`src/rtl/apb_slave_regbank_pkg.sv`:
```
// Shared types and constants for the APB3 completer register bank.
package apb_slave_pkg;

  typedef enum logic [0:0] {
    IDLE   = 1'b0,
    ACCESS = 1'b1
  } state_e;

  localparam logic        APB_RESP_OK  = 1'b0;
  localparam logic        APB_RESP_ERR = 1'b1;
  localparam int unsigned REG_ID_IDX   = 0;

  // Word index of a byte offset; the caller truncates to its index width.
  function automatic logic [31:0] word_index(input logic [31:0] offset);
    return offset >> 2;
  endfunction

endpackage

```
`src/rtl/apb_slave_regbank_if.sv`:
```
// APB3 bus bundle between a requester and the register bank completer.
interface apb_slave_regbank_if #(
  parameter int unsigned ADDR_WIDTH = 32,
  parameter int unsigned DATA_WIDTH = 32
) ();

  logic                  psel_i;
  logic                  penable_i;
  logic                  pwrite_i;
  logic [ADDR_WIDTH-1:0] paddr_i;
  logic [DATA_WIDTH-1:0] pwdata_i;
  logic [DATA_WIDTH-1:0] prdata_o;
  logic                  pready_o;
  logic                  pslverr_o;

  modport slave (
    input  psel_i, penable_i, pwrite_i, paddr_i, pwdata_i,
    output prdata_o, pready_o, pslverr_o
  );

  modport master (
    output psel_i, penable_i, pwrite_i, paddr_i, pwdata_i,
    input  prdata_o, pready_o, pslverr_o
  );

endinterface

```
`src/rtl/apb_slave_regbank_prot_checker.sv`:
```
// Sticky APB protocol violation monitor for the register bank.
// Only compiled when APB_SLAVE_PROT_CHECK_EN is defined.
`ifdef APB_SLAVE_PROT_CHECK_EN
module apb_prot_checker
  import apb_slave_pkg::*;
#(
  parameter int unsigned ADDR_WIDTH = 32,
  parameter int unsigned DATA_WIDTH = 32
) (
  input  logic                  clk,
  input  logic                  rst,
  input  logic                  i_psel,
  input  logic                  i_penable,
  input  logic                  i_pwrite,
  input  logic [ADDR_WIDTH-1:0] i_paddr,
  input  logic [DATA_WIDTH-1:0] i_pwdata,
  input  logic [0:0]            i_state,
  input  logic [ADDR_WIDTH-1:0] i_cap_addr,
  input  logic                  i_cap_write,
  input  logic [DATA_WIDTH-1:0] i_cap_wdata,
  output logic                  o_prot_err
);

  logic w_in_access;
  logic w_violation;
  logic r_prot_err;

  assign w_in_access = (i_state == 1'(ACCESS));

  // Access without setup, unstable payload, or select dropped before completion.
  assign w_violation =
      (!w_in_access && i_psel && i_penable) ||
      (w_in_access && i_psel && ((i_paddr != i_cap_addr) ||
                                 (i_pwrite != i_cap_write) ||
                                 (i_pwdata != i_cap_wdata))) ||
      (w_in_access && !i_psel);

  always_ff @(posedge clk or posedge rst) begin
    if (rst) begin
      r_prot_err <= 1'b0;
    end else if (w_violation) begin
      r_prot_err <= 1'b1;
    end
  end

  assign o_prot_err = r_prot_err;

endmodule
`endif

```
`src/rtl/apb_slave_regbank.sv`:
```
// APB3 completer with NUM_REGS word registers, wait states and error counting.
// Define APB_SLAVE_PROT_CHECK_EN to build the sticky protocol checker.
module apb_slave_regbank
  import apb_slave_pkg::*;
#(
  parameter int unsigned           ADDR_WIDTH  = 32,
  parameter int unsigned           DATA_WIDTH  = 32,
  parameter logic [ADDR_WIDTH-1:0] BASE_ADDR   = '0,
  parameter int unsigned           NUM_REGS    = 16,
  parameter int unsigned           WAIT_STATES = 0,
  parameter logic [DATA_WIDTH-1:0] ID_VALUE    = DATA_WIDTH'(32'hA2B0_0001)
) (
  input  logic                clk,
  input  logic                rst,
  apb_slave_regbank_if.slave  bus,
  output logic [7:0]          err_cnt_o,
  output logic                prot_err_o
);

  localparam int unsigned IDX_W     = (NUM_REGS > 1) ? $clog2(NUM_REGS) : 1;
  localparam int unsigned WIN_BYTES = NUM_REGS * 4;
  localparam int unsigned CNT_W     = 4;
  localparam logic [0:0]  S_IDLE    = 1'(IDLE);
  localparam logic [0:0]  S_ACCESS  = 1'(ACCESS);

  logic [0:0]            r_state;
  logic [0:0]            w_state_nxt;
  logic [CNT_W-1:0]      r_wait_cnt;
  logic [ADDR_WIDTH-1:0] r_addr;
  logic                  r_write;
  logic [DATA_WIDTH-1:0] r_wdata;
  logic [DATA_WIDTH-1:0] r_regs [NUM_REGS];
  logic [7:0]            r_err_cnt;

  logic                  w_setup;
  logic                  w_pready;
  logic [ADDR_WIDTH-1:0] w_offset;
  logic                  w_hit;
  logic [IDX_W-1:0]      w_idx;
  logic                  w_err;
  logic                  w_commit;
  logic [DATA_WIDTH-1:0] w_rdata;

  // Decode always works on the captured address so mid-access changes are ignored.
  assign w_offset = r_addr - BASE_ADDR;
  assign w_hit    = (w_offset < ADDR_WIDTH'(WIN_BYTES)) && (r_addr[1:0] == 2'b00);
  assign w_idx    = IDX_W'(word_index(32'(w_offset)));
  assign w_err    = !w_hit || (r_write && (w_idx == IDX_W'(REG_ID_IDX)));
  assign w_rdata  = (w_idx == IDX_W'(REG_ID_IDX)) ? ID_VALUE : r_regs[w_idx];

  assign w_setup  = (r_state == S_IDLE) && bus.psel_i && !bus.penable_i;
  assign w_pready = (r_state == S_ACCESS) && (r_wait_cnt == '0) &&
                    bus.psel_i && bus.penable_i;
  assign w_commit = w_pready && !w_err && r_write;

  always_comb begin
    w_state_nxt = r_state;
    case (r_state)
      S_IDLE:   if (w_setup) w_state_nxt = S_ACCESS;
      S_ACCESS: if (!bus.psel_i || w_pready) w_state_nxt = S_IDLE;
      default:  w_state_nxt = S_IDLE;
    endcase
  end

  always_ff @(posedge clk or posedge rst) begin
    if (rst) begin
      r_state    <= S_IDLE;
      r_wait_cnt <= '0;
      r_addr     <= '0;
      r_write    <= 1'b0;
      r_wdata    <= '0;
    end else begin
      r_state <= w_state_nxt;
      if (w_setup) begin
        r_addr     <= bus.paddr_i;
        r_write    <= bus.pwrite_i;
        r_wdata    <= bus.pwdata_i;
        r_wait_cnt <= CNT_W'(WAIT_STATES);
      end else if ((r_state == S_ACCESS) && (r_wait_cnt != '0)) begin
        r_wait_cnt <= r_wait_cnt - CNT_W'(1);
      end
    end
  end

  always_ff @(posedge clk or posedge rst) begin
    if (rst) begin
      for (int i = 0; i < int'(NUM_REGS); i++) r_regs[i] <= '0;
    end else if (w_commit) begin
      r_regs[w_idx] <= r_wdata;
    end
  end

  // Saturating count of retired error responses.
  always_ff @(posedge clk or posedge rst) begin
    if (rst) begin
      r_err_cnt <= '0;
    end else if (w_pready && w_err && (r_err_cnt != 8'hFF)) begin
      r_err_cnt <= r_err_cnt + 8'd1;
    end
  end

  assign bus.pready_o  = w_pready;
  assign bus.pslverr_o = (w_pready && w_err) ? APB_RESP_ERR : APB_RESP_OK;
  assign bus.prdata_o  = (w_pready && !w_err && !r_write) ? w_rdata : '0;
  assign err_cnt_o     = r_err_cnt;

`ifdef APB_SLAVE_PROT_CHECK_EN
  apb_prot_checker #(
    .ADDR_WIDTH (ADDR_WIDTH),
    .DATA_WIDTH (DATA_WIDTH)
  ) u_prot_checker (
    .clk         (clk),
    .rst         (rst),
    .i_psel      (bus.psel_i),
    .i_penable   (bus.penable_i),
    .i_pwrite    (bus.pwrite_i),
    .i_paddr     (bus.paddr_i),
    .i_pwdata    (bus.pwdata_i),
    .i_state     (r_state),
    .i_cap_addr  (r_addr),
    .i_cap_write (r_write),
    .i_cap_wdata (r_wdata),
    .o_prot_err  (prot_err_o)
  );
`else
  assign prot_err_o = 1'b0;
`endif

endmodule

```
`src/flat_wrapper.sv`:
```
// flat-port wrapper written by rule: the top's interface ports become plain ports
module apb_slave_regbank_flat import apb_slave_pkg::*;
#(
  parameter int unsigned           ADDR_WIDTH  = 32,
  parameter int unsigned           DATA_WIDTH  = 32,
  parameter logic [ADDR_WIDTH-1:0] BASE_ADDR   = '0,
  parameter int unsigned           NUM_REGS    = 16,
  parameter int unsigned           WAIT_STATES = 0,
  parameter logic [DATA_WIDTH-1:0] ID_VALUE    = DATA_WIDTH'(32'hA2B0_0001)
)
  (clk, rst, err_cnt_o, prot_err_o, bus_psel_i, bus_penable_i, bus_pwrite_i, bus_paddr_i, bus_pwdata_i, bus_prdata_o, bus_pready_o, bus_pslverr_o);
  apb_slave_regbank_if #(.ADDR_WIDTH(ADDR_WIDTH), .DATA_WIDTH(DATA_WIDTH)) bus_i ();
  input  logic clk;
  input  logic rst;
  output logic [7:0] err_cnt_o;
  output logic prot_err_o;
  input wire logic [$bits(bus_i.psel_i)-1:0] bus_psel_i;
  input wire logic [$bits(bus_i.penable_i)-1:0] bus_penable_i;
  input wire logic [$bits(bus_i.pwrite_i)-1:0] bus_pwrite_i;
  input wire logic [$bits(bus_i.paddr_i)-1:0] bus_paddr_i;
  input wire logic [$bits(bus_i.pwdata_i)-1:0] bus_pwdata_i;
  output wire logic [$bits(bus_i.prdata_o)-1:0] bus_prdata_o;
  output wire logic [$bits(bus_i.pready_o)-1:0] bus_pready_o;
  output wire logic [$bits(bus_i.pslverr_o)-1:0] bus_pslverr_o;
  assign bus_i.psel_i = bus_psel_i;
  assign bus_i.penable_i = bus_penable_i;
  assign bus_i.pwrite_i = bus_pwrite_i;
  assign bus_i.paddr_i = bus_paddr_i;
  assign bus_i.pwdata_i = bus_pwdata_i;
  assign bus_prdata_o = bus_i.prdata_o;
  assign bus_pready_o = bus_i.pready_o;
  assign bus_pslverr_o = bus_i.pslverr_o;
  apb_slave_regbank #(.ADDR_WIDTH(ADDR_WIDTH), .DATA_WIDTH(DATA_WIDTH), .BASE_ADDR(BASE_ADDR), .NUM_REGS(NUM_REGS), .WAIT_STATES(WAIT_STATES), .ID_VALUE(ID_VALUE)) u_core (.clk(clk), .rst(rst), .bus(bus_i), .err_cnt_o(err_cnt_o), .prot_err_o(prot_err_o));
endmodule
```
`config.mk`:
```
export PLATFORM = sky130hd
export DESIGN_NAME = apb_slave_regbank_flat
export DESIGN_NICKNAME = d
export VERILOG_FILES = /design/src/rtl/apb_slave_regbank_pkg.sv /design/src/rtl/apb_slave_regbank_if.sv /design/src/rtl/apb_slave_regbank_prot_checker.sv /design/src/rtl/apb_slave_regbank.sv /design/src/flat_wrapper.sv
export SDC_FILE = /design/constraint.sdc
export NUM_CORES = 1
export LEC_CHECK = 0
export BUFFER_PORTS_ARGS = -buffer_cell sky130_fd_sc_hd__buf_2
export CAP_MARGIN = 20
export CORE_MARGIN = 3
export CORE_UTILIZATION = 35
export CTS_BUF_LIST = sky130_fd_sc_hd__clkbuf_8
export CTS_CLUSTER_SIZE = 20
export DETAILED_ROUTE_END_ITERATION = 8
export GPL_ROUTABILITY_DRIVEN = 0
export HOLD_SLACK_MARGIN = 0.15
export PLACE_DENSITY = 0.54
export SYNTH_ARGS = -nofsm -noshare
export SYNTH_HDL_FRONTEND = slang
export SYNTH_SLANG_ARGS = --single-unit
```
`constraint.sdc`:
```
create_clock -name clk -period 48.3 [get_ports clk]
set_input_delay 2.415 -clock clk [delete_from_list [all_inputs] [get_ports clk]]
set_output_delay 2.415 -clock clk [all_outputs]
set_load 0.01 [all_outputs]
```
==> summary.md, run 1 <==
| Metric | Value |
|---|---|
| Final hold vios | `0` |
| Initial core utilization | `0.354` |
| DIE WIDTH | `about 280 um` |
| Wirelength per Cell | `between 20 and 25 um` |
| Clock Skews | `approximately 0.037 ns` |
| Count of pins over their slew limit | `0` |
| Max VDD drop | `between 0.000015 and 0.00002 V` |
| Inserted Clock Buffers | `101` |
| Max stage delay on crit path | `approximately 0.83 ns` |
| Final setup violation count | `0` |
| Dpl hpwl | `between 30 and 40 mm` |
| Clk slew on worst S/H paths | `around 0.06 ns` |
| Largest net degree at the start of global routing | `182` |
| Area of the die | `78700 sq um` |
| Sequential-to-total area share from yosys stat | `0.553` |
| Layout Area Growth over Synthesis | `13.3%` |
| Total setup buffers inserted after CTS | `0` |
| Post-Syn Area | `between 20000 and 30000 sq um` |
| Input/output buffers | `between 100 and 150` |
| Height of the chip | `approximately 280 um` |
| Most common cell after layout, fill and taps aside | `dfrtp_1` |
| Worst-Margin Slew | `slightly above 1 ns` |
| CP max stage cell | `buf_4` |
| Initial drt markers | `700` |
| Library cells used by synthesis | `42` |
| Setup TNS | `0 ns` |
| CTS Sinks | `~600` |
| Worst-skew pair later-pin latency | `between 0.6 and 0.7 ns` |
| Asr flop ratio synth | `1.00` |
| Final Core Density | `0.401` |
| Wire length of the first global-routing pass | `roughly 100 mm` |
| Root buf cell | `clkbuf_8` |
| CTS tree | `built` |
| GRT Resource Usage Total | `0.166` |
| Hold buffers post-CTS | `0` |
| Antenna violations before repair | `3` |
| Final Net Count | `~1800` |
| Layout cells sized above 1 | `0.564` |
| Cells after DPL | `2558` |
| Power Dens Cells | `around 38 nW/um^2` |
| Clk buf depth | `3` |
| Final hold slack | `0.372 ns` |
| Number of synthesis warnings | `0` |
| Most frequent cells in the layout | `579 x dfrtp_1, 439 x mux2_2, 146 x mux4_2, 143 x clkbuf_8, 110 x buf_2` |
| Syn_nets | `between 1500 and 2000` |
| Worst slew margin | `0.327` |
| Outcome | `finished clean` |
| Ports | `112` |
| Final Cycle Share | `0.141` |
| Non-Filler Instances | `2741` |
| Avg Vias per Cell | `~5.2` |
| Post-synth EDFFs | `0` |
| Worst endpoint data arrival time | `roughly 4.4 ns` |
| Core Box Area | `74600 sq um` |
| RSZ-0062 raised after global routing | `no` |
| Synthesized flop and latch total | `between 500 and 600` |
| Ys flop type | `dfrtp_1` |
| Post-CTS Resized | `0` |
| Vias in the first global route | `roughly 16000` |
| Setup Crit Path Kind | `reg -> out` |
| GRT overflow | `0` |
| Final Critical Period | `between 6 and 7 ns` |
| Worst Setup End Kind | `output pin` |
| DRC violations left | `0` |
| Vias | `14200` |
| CP bufs+invs | `3` |
| Total power | `about 1100 uW` |
| Cell Chain, Critical Path | `buf_4, buf_4, mux4_2, mux4_2, nor2b_1, buf_2` |
| Post-route ant nets | `0` |
| Worst setup SP type | `register` |
| Post-Syn Area per Cell | `16.4 sq um` |
| Critical path fanouts, max | `44` |
| Drt total wl | `approximately 64 mm` |
| Max frequency | `~150 MHz` |
| Hold Path Class | `reg -> reg` |
| TritonRoute pass-1 iters | `6` |
| # Max-Cap Violations | `0` |
| Crit path max-delay family | `buffers and inverters` |
| Mapped Cells | `1609` |
| Row cnt | `100` |
| Htree depth | `3` |
| Pleak | `~0.015 uW` |
| Critical path required time | `approximately 46 ns` |
[cells in the mapped netlist, drive strengths merged, types with 5 or more instances]
| library cell | count | area (sq um) |
|---|---|---|
| a211oi | 16 | 120 |
| and3 | 5 | 31.3 |
| buf | 83 | 533 |
| clkbuf | 79 | 297 |
| dfrtp | 583 | 14600 |
| mux2 | 546 | 6490 |
| mux2i | 14 | 140 |
| mux4 | 146 | 3290 |
| nand2 | 6 | 22.5 |
| nand3 | 12 | 60.1 |
| nand4 | 10 | 62.6 |
| nor2 | 16 | 62.6 |
| nor2b | 29 | 181 |
| nor3 | 12 | 131 |
| nor4 | 11 | 68.8 |
| xor2 | 6 | 52.6 |
[cell type report]
type	count	area (sq um)
Antenna cell	1	2.50
Clock buffer	143	1970
Clock inverter	38	263
Fill cell	6846	44700
Inverter	4	22.5
Multi-Input combinational cell	860	11000
Sequential cell	583	14600
Tap cell	969	1210
Timing Repair Buffer	143	831
[cells by family after synthesis]
family / count (synthesis) / share of synthesized area
DFF: 583 / 0.553
xor gates and xnor gates: 8 / 0.00266
and+or+nand+nor: 115 / 0.0276
other: 1 / 0.000142
AOI/OAI and AO/OA: 27 / 0.00730
muxes: 706 / 0.376
buffers and inverters: 166 / 0.0320
adders and majority gates: 3 / 0.00142
[worst register-to-register path: stages (launching register included)]
cell,delay [ns]
dfrtp_4,0.73
nor3b_1,0.73
nand2_1,0.15
nand3_1,0.36
buf_16,0.22
or3_2,0.13
buf_4,0.68
mux2_2,0.47
[through the flow]
stage                     worst slack [ns]  instance area [sq um]
after floorplan                      29.57                  26400
after global placement               41.47                  27600
after detailed placement             41.41                  27600
after CTS                            41.28                  29900
after global routing                 41.15                  29900
final                                41.48                  29900
[routing by layer]
layer / track usage / wire length (um) / vias up
met1: 0.232 / 29400 / 7710
met3: 0.0270 / 2500 / 86
li1: - / - / 6142
met5: 0 / 18 / -
met4: 0.0528 / 1330 / 2
met2: 0.268 / 30600 / 266
[flip-flops by register name, summed over array words and instances, names as in the netlist]
| register | count |
|---|---|
| u_core.r_addr | 32 |
| u_core.r_wait_cnt | 4 |
| u_core.r_state | 1 |
| u_core.r_regs | 505 |
| u_core.r_write | 1 |
| u_core.r_wdata | 32 |
| u_core.err_cnt_o | 8 |
[power by group]
group / internal [uW] / switching (uW) / leakage (uW)
Clock: 278 / 206 / 0.00124
Sequential: 503 / 40.1 / 0.00799
Combinational: 44.2 / 57.9 / 0.00539
Total: 825 / 305 / 0.0146
[worst paths after layout]
| kind | from | to | slack, ns | depth (start not counted) |
|---|---|---|---|---|
| max | u_core.r_addr[2] | bus_prdata_o[30] | 41.48 | 6 |
| min | u_core.r_regs[490] | u_core.r_regs[490] | 0.37 | 0 |
| max reg2reg | u_core.r_addr[3] | u_core.r_regs[62] | 44.73 | 7 |
| min reg2reg | u_core.r_regs[490] | u_core.r_regs[490] | 0.37 | 0 |
| max in group asynchronous | rst | u_core.r_addr[3] | 44.07 | 4 |
| min in group asynchronous | rst | u_core.r_regs[398] | 1.89 | 2 |
Note: power is estimated with default switching activity, not from simulation.
==> inputs of run 2 (changes only) <==
Clock period 48.3 ns to 6.44 ns, I/O delays scaled along.
==> run 2 against run 1 <==
Net effect:
- non-clock buffer count increased by 69
- sequential cell count did not move
- power grew to 7.3 times the previous value
- combinational power rose to 7.4 times the previous value
- global-route usage shrank 0.16 points
- sequential power rose to 7.6 times the previous value
- clock skew shrank 0.0070 ns
- final cell count is 2.6% higher
- count of clock-buffer cells in the layout fell by 14
- setup slack worse by 40 ns
- routed wire length down 0.46%
- critical path type unchanged
- largest power group unchanged
- highest routed layer is now met4
==> summary.md, run 2 (synthesis results as in run 1) <==
| Metric | Value |
|---|---|
| Top reg by flops | `u_core.r_regs` |
| Non-Filler Instances | `2812 (+2.6%)` |
| CTS tree | `built` |
| Hold Path Class | `in -> async` |
| Cell Chain, Critical Path | `nor2_1, a211oi_1, nand4b_1, or2_2, nor2b_1, buf_2` |
| Root buf cell | `clkbuf_8` |
| GRT overflow | `0 (unchanged)` |
| Critical path fanouts, max | `46 (+4.5%)` |
| Final Cycle Share | `0.706` |
| Ports | `112 (unchanged)` |
| DRC violations left | `0 (unchanged)` |
| Worst endpoint data arrival time | `4.22 ns (-0.19 ns)` |
| Pleak | `0.0149 uW (+1.7%)` |
| CP bufs+invs | `1 (-2)` |
| Worst Setup End Kind | `output pin` |
| Post-route ant nets | `0 (unchanged)` |
| Initial core utilization | `0.354 (unchanged)` |
| Count of pins over their slew limit | `0 (unchanged)` |
| Height of the chip | `281 um (unchanged)` |
| Layout Area Growth over Synthesis | `15.1%` |
| Vias | `14400 (+1.4%)` |
| Area of the die | `78700 sq um (unchanged)` |
| Worst-skew pair later-pin latency | `0.68 ns (about the same)` |
| Dpl hpwl | `35.8 mm (+5.3%)` |
| CP max stage cell | `dfrtp_4` |
| Final Core Density | `0.407 (+0.00638)` |
| Input/output buffers | `110 (unchanged)` |
| Initial drt markers | `717 (+2.4%)` |
| Drt total wl | `63.5 mm (-0.46%)` |
| Setup Crit Path Kind | `reg -> out` |
| Most common cell after layout, fill and taps aside | `dfrtp_1` |
| Worst setup margin | `1.89 ns (-39.58 ns)` |
| Final Net Count | `1838 (+4.1%)` |
| TritonRoute pass-1 iters | `7 (+1)` |
| Final Critical Period | `4.55 ns` |
| Outcome | `finished clean` |
| Final setup violation count | `0 (unchanged)` |
| Critical path required time | `6.12 ns (-39.76 ns)` |
| Top flop regs | `u_core.r_regs (505), u_core.r_addr (32), u_core.r_wdata (32)` |
| Wire length of the first global-routing pass | `98.8 mm (-1.1%)` |
| Total power | `8190 uW (+630%)` |
| Max stage delay on crit path | `1.09 ns (+0.26 ns)` |
| Max frequency | `about 220 MHz` |
| Antenna violations before repair | `1 (-2)` |
| Crit path max-delay family | `simple AND/OR/NAND/NOR gates` |
| DIE WIDTH | `281 um (unchanged)` |
| Area post-placement | `27700 sq um (+0.16%)` |
| GRT Resource Usage Total | `0.165 (-0.00157)` |
| Worst-Margin Slew | `1.09 ns (+0.0773 ns)` |
| Avg Vias per Cell | `5.12 (-1.1%)` |
| CTS Sinks | `583 (unchanged)` |
| RSZ-0062 raised after global routing | `no` |
| Final non-filler cell area | `30400 sq um (+1.6%)` |
| Max VDD drop | `0.000159 V (+730%)` |
| Power Dens Cells | `270 nW/um^2 (+610%)` |
| Clock Skews | `0.0304 ns (-0.00697 ns)` |
| Worst slew margin | `0.273 (-0.0536)` |
| Setup slack at placement | `2.02 ns (-39.39 ns)` |
| Post-CTS Resized | `0 (unchanged)` |
| Final hold vios | `0 (unchanged)` |
| Largest net degree at the start of global routing | `165 (-9.3%)` |
| Worst setup SP type | `register` |
| Inserted Clock Buffers | `105 (+4.0%)` |
| # Max-Cap Violations | `0 (unchanged)` |
| Htree depth | `3 (unchanged)` |
| Row cnt | `100 (unchanged)` |
| Cells after DPL | `2560 (+0.078%)` |
| Most frequent cells in the layout | `579 x dfrtp_1, 439 x mux2_2, 146 x mux4_2, 129 x clkbuf_8, 110 x buf_2` |
| Layout cells sized above 1 | `0.533 (-0.0310)` |
| Wirelength per Cell | `22.6 um (-3.0%)` |
| Vias in the first global route | `15900 (-0.46%)` |
| Clk slew on worst S/H paths | `0.06 ns (about the same)` |
| Clk buf depth | `3 (unchanged)` |
| Max reg flops | `505 (unchanged)` |
| Core Box Area | `74600 sq um (unchanged)` |
run 2: changes by cell type in the layout (fill, tap and decap cells not counted), sizes merged:
cell | before | now
clkinvlp | 3 | 4
buf | 143 | 144
clkbuf | 143 | 129
bufinv | 3 | 0
inv | 32 | 50
dlygate4sd3 | 0 | 68
run 2: path summary, 6_finish.rpt:
check	from	end	slack (ns)	cells after the start
max in group asynchronous	rst	u_core.r_regs[23]	4.40	5
min in group clk	u_core.r_regs[484]	u_core.r_regs[484]	0.37	0
hold / removal	rst	u_core.r_wdata[16]	0.36	3
setup / recovery	u_core.r_addr[4]	bus_prdata_o[5]	1.89	6
hold reg to reg	u_core.r_regs[484]	u_core.r_regs[484]	0.37	0
setup reg to reg	u_core.r_addr[4]	u_core.r_regs[137]	2.10	6
run 2: repair_timing:
item,in CTS,in global routing
endpoints found under the hold margin,97,0
buffers inserted,0,0
hold buffers,68,0
run 2: metrics by stage:
step / setup TNS, ns / hold slack [ns]
floorplan: -1065.40 / 0.424
detailed placement: 0 / 0.363
finish: 0 / 0.364
CTS: 0 / 0.325
global route: 0 / 0.356
global placement: 0 / 0.361
run 2: cell type report:
cell class	instances	area [sq um]
Antenna cell	1	2.50
Clock buffer	129	1780
Clock inverter	54	234
Fill cell	6818	44200
Inverter	4	18.8
Multi-Input combinational cell	860	11000
Sequential cell	583	14600
Tap cell	969	1210
Timing Repair Buffer	212	1530
run 2: where the power goes:
part	switching [uW]	leakage (uW)	internal, uW
registers	357	0.00799	3770
logic	392	0.00568	361
clock network	1520	0.00119	1790
total	2270	0.0149	5930
run 2: routing by layer:
layer,part of all wire,track usage,wire [um],vias to the layer above
met3,0.032,0.0296,2020,99
met4,0.021,0.0422,1340,0
li1,-,-,-,6282
met1,0.46,0.225,29300,7795
met5,0,0,0,-
met2,0.49,0.272,30900,233
run 2: tightest hold or removal path: cells and delay by family:
family / cells / cell delay (ns)
buffers and inverters: 3 / 1.23
==> inputs of run 3 (changes only) <==
Clock period 6.44 ns to 4.2 ns, I/O delays scaled along.
==> run 3 against run 2 <==
Net effect:
- combinational power increased by 71%
- setup slack got worse by 1.5 ns
- power grew 58%
- critical path type unchanged
- critical endpoint is now bus_prdata_o[15]
- largest power group unchanged
- highest routed layer unchanged
==> summary.md, run 3 (synthesis results as in run 1) <==
| Metric | Value |
|---|---|
| Final Cycle Share | `0.906` |
| # Max-Cap Violations | `0 (unchanged)` |
| Worst-Margin Slew | `0.961 ns (-0.126 ns)` |
| CP max stage cell | `or2_2` |
| Clock Skews | `0.0337 ns (+0.00330 ns)` |
| Wire length of the first global-routing pass | `98.9 mm (+0.14%)` |
| Worst endpoint data arrival time | `3.60 ns (-0.62 ns)` |
| CP bufs+invs | `2 (+1)` |
| Final setup violation count | `0 (unchanged)` |
| Post-CTS Resized | `0 (unchanged)` |
| Worst Setup End Kind | `output pin` |
| GRT Resource Usage Total | `0.164 (-0.000772)` |
| Most frequent cells in the layout | `579 x dfrtp_1, 439 x mux2_2, 146 x mux4_2, 131 x clkbuf_8, 110 x buf_2` |
| Final Critical Period | `~3.8 ns` |
| Non-Filler Instances | `2821 (+0.32%)` |
| Layout Area Growth over Synthesis | `16.4%` |
| Critical path fanouts, max | `25 (-46%)` |
| Dpl hpwl | `36.0 mm (+0.55%)` |
| Cells after DPL | `2569 (+0.35%)` |
| Initial core utilization | `0.354 (unchanged)` |
| Area of the die | `78700 sq um (unchanged)` |
| Clk slew on worst S/H paths | `0.06 ns (about the same)` |
| Avg Vias per Cell | `5.13 (+0.12%)` |
| Input/output buffers | `110 (unchanged)` |
| RSZ-0062 raised after global routing | `no` |
| Final hold vios | `0 (unchanged)` |
| Multi-input combinational cell area | `11000 sq um (unchanged)` |
| Count of pins over their slew limit | `0 (unchanged)` |
| Top flop regs | `u_core.r_regs (505), u_core.r_addr (32), u_core.r_wdata (32)` |
| Row cnt | `100 (unchanged)` |
| Pleak | `0.0150 uW (+0.79%)` |
| Critical path required time | `3.99 ns (-2.13 ns)` |
| FF/Latch Area | `14600 sq um (unchanged)` |
| CTS tree | `built` |
| Worst-skew pair later-pin latency | `0.69 ns (about the same)` |
| Final Core Density | `0.412 (+0.00468)` |
| TritonRoute pass-1 iters | `4 (-3)` |
| Drt total wl | `63.2 mm (-0.59%)` |
| Top reg by flops | `u_core.r_regs` |
| Vias | `14500 (+0.44%)` |
| Largest net degree at the start of global routing | `124 (-25%)` |
| Most common cell after layout, fill and taps aside | `dfrtp_1` |
| Crit path from | `u_core.r_write` |
| Crit path max-delay family | `simple AND/OR/NAND/NOR gates` |
| Htree depth | `3 (unchanged)` |
| Antenna violations before repair | `3 (+2)` |
| Inserted Clock Buffers | `100 (-4.8%)` |
| DRC violations left | `0 (unchanged)` |
| Hold Path Class | `in -> async` |
| Reg2reg start | `u_core.r_write` |
| GRT overflow | `0 (unchanged)` |
| Max stage delay on crit path | `0.78 ns (-0.31 ns)` |
| DIE WIDTH | `281 um (unchanged)` |
| Max frequency | `~260 MHz` |
| Core Box Area | `74600 sq um (unchanged)` |
| Final Net Count | `1846 (+0.44%)` |
| Worst Reg-to-Reg Cells | `6 (unchanged)` |
| Wirelength per Cell | `22.4 um (-0.91%)` |
| Vias in the first global route | `16000 (+0.95%)` |
| CTS Sinks | `583 (unchanged)` |
| Instance count on the critical path | `7 (+1)` |
| Power Dens Cells | `422 nW/um^2 (+56%)` |
| Worst setup SP type | `register` |
| Height of the chip | `281 um (unchanged)` |
| Max VDD drop | `0.000189 V (+19%)` |
| Post-route ant nets | `0 (unchanged)` |
| Ports | `112 (unchanged)` |
| Setup Crit Path Kind | `reg -> out` |
| Initial drt markers | `802 (+12%)` |
| Root buf cell | `clkbuf_8` |
| Cell Chain, Critical Path | `nor3b_1, a211oi_1, nand4b_1, buf_4, or2_2, nor2b_1, buf_2` |
| Total setup buffers inserted after CTS | `0 (unchanged)` |
| Layout cells sized above 1 | `0.541 (+0.00822)` |
| Clk buf depth | `3 (unchanged)` |
| Max reg flops | `505 (unchanged)` |
| Outcome | `finished clean` |
| Fillers | `6786 (-0.47%)` |
| Worst slew margin | `0.359 (+0.0860)` |
[run 3: area by class of cell]
cell class / instances / area share
flip-flops and latches: 583 / 0.475
multi-input cells: 860 / 0.358
repair buffers: 225 / 0.0568
well taps: 969 / 0.0395
clock buffers: 131 / 0.0587
diodes: 1 / 0.0000815
inverters: 4 / 0.000611
clock inverters: 48 / 0.0112
[run 3: timing repair]
action                                 CTS  global route
hold buffers                            72             0
endpoints found under the hold margin   92             0
setup endpoints to repair                0             0
[run 3: final timing paths]
kind / to / slack [ns]
setup / recovery: bus_prdata_o[15] / 0.39
hold / removal: u_core.r_regs[465] / 0.27
hold reg to reg: u_core.r_regs[486] / 0.37
max in group asynchronous: u_core.err_cnt_o[7] / 2.73
min in group clk: u_core.r_addr[2] / 0.29
setup reg to reg: u_core.r_regs[176] / 1.01
[run 3: metrics by stage]
step           setup slack (ns)  area (sq um)  hold slack (ns)  setup TNS (ns)  total power [uW]
6_report                  0.395         30700            0.269               0             13000
3_3_place_gp               1.01         27800            0.361               0              7590
3_5_place_dp               1.04         27800            0.363               0              7620
5_1_grt                   0.101         30700            0.259               0             13600
2_1_floorplan             -3.96         26400            0.312        -2306.02              7130
4_1_cts                   0.294         30700            0.220               0             13200
[run 3: worst reg2reg max path: stages, from the launching register on]
cell     delay (ns)
dfrtp_1        0.63
nor3b_1        0.66
nand2_1        0.14
and3_1         0.35
nand3_2        0.45
buf_4          0.45
mux2_2         0.40
[run 3: power breakdown]
group          total (uW)  leakage [uW]  switching, uW  internal [uW]
registers            6250       0.00799            461           5790
clock network        5420       0.00121           2330           3080
logic                1290       0.00578            708            584
[run 3: per-layer routing]
metal	vias to the layer above	GRT usage	wire, um
met5	-	0	0
met4	0	0.0526	1320
met3	86	0.0254	2100
met2	265	0.264	30400
met1	7805	0.228	29400
li1	6317	-	-
